## config.mk

```make
export PLATFORM = sky130hd
export DESIGN_NAME = upcount_seq
export DESIGN_NICKNAME = d
export VERILOG_FILES = /design/src/rtl/upcount_pkg.sv /design/src/rtl/upcount_core.sv /design/src/rtl/upcount_seq.sv
export SDC_FILE = /design/constraint.sdc
export NUM_CORES = 1
export LEC_CHECK = 0
export CAP_MARGIN = 20
export CORE_ASPECT_RATIO = 1.25
export CORE_UTILIZATION = 40
export CTS_CLUSTER_SIZE = 30
export DETAILED_ROUTE_END_ITERATION = 8
export MAX_ROUTING_LAYER = met4
export PLACE_DENSITY = 0.7
export SKIP_LAST_GASP = 1
export SYNTH_ARGS = -nofsm -noshare
export SYNTH_HDL_FRONTEND = slang
export SYNTH_HIERARCHICAL = 1
export SYNTH_SLANG_ARGS = --single-unit
```

## constraint.sdc

```tcl
create_clock -name clk -period 1.6 [get_ports clk]
set_input_delay 0.48 -clock clk [delete_from_list [all_inputs] [get_ports clk]]
set_output_delay 0.48 -clock clk [all_outputs]
set_load 0.005 [all_outputs]
```

## src/rtl/upcount_pkg.sv

```systemverilog
// Shared types and defaults for the command-driven up-counter sequencer.
package upcount_pkg;

    localparam int unsigned DEFAULT_WIDTH = 4;

    typedef enum logic [1:0] {
        IDLE = 2'd0,
        LOAD = 2'd1,
        RUN  = 2'd2,
        DONE = 2'd3
    } seq_state_t;

endpackage

```

## src/rtl/upcount_core.sv

```systemverilog
// Loadable modulo-2^WIDTH up counter; load takes priority over enable.
module upcount_core #(
    parameter int unsigned WIDTH = 4
) (
    input  logic             clk,
    input  logic             rst,
    input  logic             load,
    input  logic             en,
    input  logic [WIDTH-1:0] in,
    output logic [WIDTH-1:0] c
);

    always_ff @(posedge clk) begin
        if (rst) begin
            c <= '0;
        end else if (load) begin
            c <= in;
        end else if (en) begin
            c <= c + WIDTH'(1);
        end
    end

endmodule

```

## src/rtl/upcount_seq.sv

```systemverilog
// Accepts start/end commands over valid/ready and drives the counter from start
// up to end (wrapping), pulsing done on completion unless aborted or reset.
module upcount_seq
    import upcount_pkg::*;
#(
    parameter int unsigned WIDTH = DEFAULT_WIDTH
) (
    input  logic             clk,
    input  logic             rst,
    input  logic             cmd_valid,
    output logic             cmd_ready,
    input  logic [WIDTH-1:0] cmd_start,
    input  logic [WIDTH-1:0] cmd_end,
    input  logic             abort,
    output logic             busy,
    output logic             done,
    output logic [WIDTH-1:0] count
);

    seq_state_t       state;
    seq_state_t       state_nxt;
    logic [WIDTH-1:0] st_r;
    logic [WIDTH-1:0] end_r;
    logic             core_load;
    logic             core_en;

    // State, command latch and state-decoded outputs (registered from next state)
    always_ff @(posedge clk) begin
        if (rst) begin
            state     <= IDLE;
            st_r      <= '0;
            end_r     <= '0;
            cmd_ready <= 1'b1;
            busy      <= 1'b0;
            done      <= 1'b0;
        end else begin
            state     <= state_nxt;
            cmd_ready <= (state_nxt == IDLE);
            busy      <= (state_nxt != IDLE);
            done      <= (state_nxt == DONE);
            if (state == IDLE && cmd_valid) begin
                st_r  <= cmd_start;
                end_r <= cmd_end;
            end
        end
    end

    // Next state and counter controls; abort freezes the count in RUN
    always_comb begin
        state_nxt = state;
        core_load = 1'b0;
        core_en   = 1'b0;
        case (state)
            IDLE: begin
                if (cmd_valid) begin
                    state_nxt = LOAD;
                end
            end
            LOAD: begin
                core_load = 1'b1;
                state_nxt = abort ? IDLE : RUN;
            end
            RUN: begin
                if (abort) begin
                    state_nxt = IDLE;
                end else if (count == end_r) begin
                    state_nxt = DONE;
                end else begin
                    core_en = 1'b1;
                end
            end
            DONE: begin
                state_nxt = IDLE;
            end
            default: begin
                state_nxt = IDLE;
            end
        endcase
    end

    upcount_core #(
        .WIDTH (WIDTH)
    ) u_core (
        .clk  (clk),
        .rst  (rst),
        .load (core_load),
        .en   (core_en),
        .in   (st_r),
        .c    (count)
    );

endmodule
```

Word-level counts from Yosys, hierarchy flattened
Cells that the tools add are included.
- mux-type cells: 11
- bitwise logic cells: 0
- multiply operators: 0
- magnitude comparators: 0
- shifts and indexed selects: 0
- add/sub/neg operators: 1
- reductions and logical operators: 5
- div/mod/pow operators: 0
- equality and inequality tests: 5
- operators by type and width (cell ; number):
    2-to-1 mux 2 bit ; 4
    2-to-1 mux 4 bit ; 2
    case mux 2 bit (4 select lines) ; 1
    == test 2 bit (second input constant) ; 3
    adder 4 x 1 -> 4 bit (second input constant) ; 1
    == test 4 bit ; 1
    zero test 2 bit ; 2
    2-to-1 mux 1 bit ; 4
    nonzero test 2 bit ; 2
    == test 2 x 1 -> 1 bit (second input constant) ; 1
    logical AND 1 bit ; 1
- memories kept: 0
- latch bits: 0
- logic and storage cells: 29
- register bits after elaboration: 17
- input port bits: 12
- output and inout bits: 7
- memory bits (writable): 0
- memory bits (read-only): 0

Logic depth before layout (Yosys ltp)
- depth after elaboration: 6
- depth in mapped cells: 6
- depth with buffers taken out: 6

Cells and area by module
The synthesis kept the hierarchy.
- modules (own cells, without submodules) (module ; area an instance (µm²) ; seq. area each (µm²) ; instances ; cells each):
    upcount_seq ; 526.8 ; 260.2 ; 1 ; 51
    upcount_core ; 205.2 ; 80.1 ; 1 ; 22

Least setup slack after synthesis
No wires, ideal clock.
- path type: input port to flip-flop
- start point: input abort
- end point: register u_core.c[1]
- library setup time: 0.114 ns
- path buffers: 0
- required time: 1.486 ns
- slack: 0.091 ns
- stages: 6
- data arrival time: 1.394 ns
- path through: nor2_1 -> and2_1 -> and2_1 -> mux2_1 -> mux2i_1 -> nor2_1
- word-level cells in the longest chain between the ends: 3
- ends and longest elaborated chain (what ; line ; source):
    from (decl) ; upcount_seq.sv:14 ; input logic abort,
    2-to-1 mux 1 bit ; upcount_seq.sv:64 ; if (abort) begin
    2-to-1 mux 1 bit ; upcount_seq.sv:53 ; case (state)
    via core_en ; upcount_seq.sv:25 ; logic core_en;
    nonzero test 2 bit (no source line) ; - ;
    to (signal assigned) ; upcount_core.sv:17 ; c <= in;
    to (signal assigned) ; upcount_core.sv:19 ; c <= c + WIDTH'(1);
    to (decl) ; upcount_core.sv:10 ; output logic [WIDTH-1:0] c
The timed path passes the listed nets, and every way through them passes these cells.
A chain may end at the register's enable or synchronous reset.

Worst setup path after layout
Ends and elaborated chain as after synthesis.

==> results_dict.tcl <==
set metrics [dict create \
    ys_ff_latch 17 \
    antenna_diode_count 0 \
    clock_skew_ns 0.00172 \
    whs_ns 0.504 \
    grt_pass1_vias 622 \
    relSlewSlack_pct 74.7 \
    detail_route.vias_per_cell 4.99 \
    worstHoldStart "st_r[2]" \
    type_of_the_setup_path_with_the_least_slack "primary input to register" \
    layout_common_cells "buf_4 (21), dfxtp_1 (13), nor2_1 (12), mux2i_1 (10), clkdlybuf4s50_1 (10)" \
    synth_area_per_cell_sq_um 10.0 \
    cell_internal_pwr_uw 669 \
    detailedPlace.worstSlack_ns -0.402 \
    grt-ovfl-total 0 \
    number_of_nets_still_failing_antenna_checks_after_routing 0 \
    cts.reportedPaths.clkPinSlew_ns 0.09 \
    crit_arrival_ns 1.72 \
    rrSetupSlack_ns 0.09 \
    vdd_ir_drop_max_uv 456 \
    grt_start_max_net_pins 12 \
    hold_depth 2 \
    vias 654 \
    seq_power_share_pct 52.8 \
    post_synth_fa_ha_maj_area_fraction_pct 1.71 \
    remaining_drc_errors 0 \
    htree_levels 1 \
    worstSetupStartpointType "primary input" \
    synthSimpleGateAreaFrac_pct 15.4 \
    firstDrtPassIters 4 \
    clock-sinks 17 \
    worst-endpoint-required_ns 1.78 \
    wire_length_of_the_first_global_routing_pass_mm 2.57 \
    groute.usage.overall_pct 18.7 \
    synth_largest_type_area_fraction_pct 46.5 \
    worst_setup_path_start "abort" \
    setup-violations-final 0 \
    tightestPinTransition_ns 0.378 \
    antenna_found_initial 0 \
    post_route_cells_drive_above_1_share_pct 27.4 \
    port_buffers 18 \
    wire_per_inst_um 12.3 \
    timing.final.crit_share_pct 96.0 \
    final.min_clock_period_ns 1.54 \
    post_synth_main_area_contributors "dfxtp_1 (46%), mux2i_1 (14%), xnor2_1 (8.4%), nor2_1 (6.2%), o21a_1 (2.1%)" \
    clk_latency_ns 0.28 \
    rsz0062_at_grt "no" \
    dominant_combinational_cell_family_by_area_after_synthesis "simple AND/OR/NAND/NOR gates" \
    multiInputGateArea_sq_um 370 \
    total_switching_power_uw 213 \
    yosysWarningCount 6 \
    timing_max_transition_violations_final 0 \
    ctsLongestPathBuffers 2 \
    synth_largest_area_cell "dfxtp_1" \
    final_critical_path_setup_slack_ns 0.0637 \
    post_synthesis_xor_xnor_area_fraction_pct 9.57 \
    initial_core_util_pct 44.6 \
    reg2reg_to "u_core/c[1]" \
    layout.nets 127 \
    layout.filler_cells 150 \
    power_leakage_uw 0.000552 \
    power_frac_comb_pct 22.4 \
    synthToLayoutAreaGrowth_pct 53.0 \
    ios 19 \
    number_of_buffers_inserted_during_clock_tree_synthesis 3 \
    number_of_rows_in_the_core_area 16 \
    synth.distinct_cells 24 \
    synth_nets 86 \
    seq_area_sq_um 350 \
    post_synth_mux_area_share_pct 15.2 \
    crit_path_end_kind "register" \
    drt_wl_total_mm 1.61 \
    cts_tree "done" \
    die_width_um 40.3 \
    hold_violations 0 \
    maxClockFrequency_mhz 651 \
    dieArea_sq_um 2010 \
    status "finished clean" \
    power.density_nw_per_um2 787 \
    detailed_place_hpwl_mm 1.06 \
    rr_worst_depth 7 \
    worst_hold_path.endpoint "st_r[2]" \
    synth_area_in_compound_gates_pct 7.86 \
    globalplace.congestion 0.699 \
    layout_commonest_cell "buf_4" \
    synth_area_sq_um 732 \
    die_h_um 49.8 \
    fp.coreArea_sq_um 1640 \
    dr.first_iter.drc_count 11 \
    synthCells 73 \
    netSwitchingFraction_pct 24.1 \
    cts_root_buffer "clkbuf_4" \
    drv_cap 0 \
    synth_seq_area_share_pct 46.5 \
    hold_class "register to register" \
    share_clk_of_total_power_pct 24.8 \
    r2r-start "u_core/c[2]" \
    critPathMaxFanout 4 \
    postCtsHoldBufs 0 \
]
[layer usage]
layer | up-vias | GRT usage (%) | wire, um | part of all wire (%)
met4 | 0 | 6.67 | 9 | 0.56
li1 | 327 | - | - | -
met3 | 2 | 2.70 | 54 | 3.3
met5 | - | - | 0 | 0
met1 | 312 | 21.3 | 702 | 44
met2 | 13 | 31.7 | 845 | 52
[cells by family (layout without fill, tap and decap cells)]
kind of cell | after synthesis | count (layout)
AO/OA/AOI/OAI | 8 | 8
XOR/XNOR | 8 | 8
adder cells (fa/ha/maj) | 1 | 1
buffers and inverters | 5 | 45
flip-flops | 17 | 17
multiplexers | 11 | 11
AND/OR/NAND/NOR | 23 | 23
[per-stage QoR]
| step | instance area, sq um | total power (uW) | TNS [ns] | utilization, % | cells |
|---|---|---|---|---|---|
| finish | 1120 | 882 | 0 | 68.2 | 131 |
| global placement | 997 | 650 | -1.97 | 60.7 | 117 |
| CTS | 1110 | 895 | -0.0157 | 67.6 | 131 |
| floorplan | 732 | 565 | 0 | - | 73 |
| global route | 1120 | 936 | 0 | 68.2 | 131 |
| detailed placement | 997 | 653 | -2.14 | 60.7 | 117 |
[state kept, by name (all words and copies together), names as in the netlist]
name and flops:
busy 1, done 1, state 2, cmd_ready 1, u_core/c 4, st_r 4, end_r 4
[worst max-delay path by stage]
stage	cells past startpoint	to
after floorplan	6	u_core/c[1]
after global placement	7	u_core/c[1]
after detailed placement	7	u_core/c[1]
after CTS	1	count[2]
after global routing	8	u_core/c[0]
final	7	u_core/c[1]
[synth_stat cells (all sizes together)]
cell type / n
xnor2: 7
buf: 2
a211oi: 1
o31ai: 1
a21oi: 2
nand2: 2
mux2i: 10
o21bai: 1
o21ba: 1
nand2b: 1
nor2b: 1
mux2: 1
xor2: 1
nor3b: 1
nor2: 12
dfxtp: 17
nor3: 2
and2: 2
ha: 1
o21a: 2
clkbuf: 1
nand4: 2
inv: 2
[power by group through the flow]
stage / registers (uW) / logic (uW) / clock network (uW)
6_report: 466 / 198 / 218
5_1_grt: 469 / 217 / 250
4_1_cts: 465 / 200 / 230
3_5_place_dp: 480 / 174 / 0
3_3_place_gp: 479 / 171 / 0
2_1_floorplan: 479 / 86.7 / 0
[critical path: stages]
cell and delay, ns:
dlygate4sd2_1 0.24, nor2_1 0.16, and2_1 0.19, and2_4 0.18
mux2_4 0.30, mux2i_1 0.12, nor2_1 0.05
[layout make-up]
type / instances / area share, %
Clock buffer: 4 / 2.35
Timing Repair Buffer: 39 / 30.6
Tap cell: 18 / 2.01
Inverter: 2 / 0.670
Sequential cell: 17 / 31.3
Multi-Input combinational cell: 51 / 33.1
[what timing repair did]
item | 4_1_cts | 5_1_grt
endpoints found under the setup margin | 7 | 5
setup buffers | 10 | 0
resized for setup | 12 | 4
pin swaps | 2 | 1
Note: power is estimated with default switching activity, not from simulation.
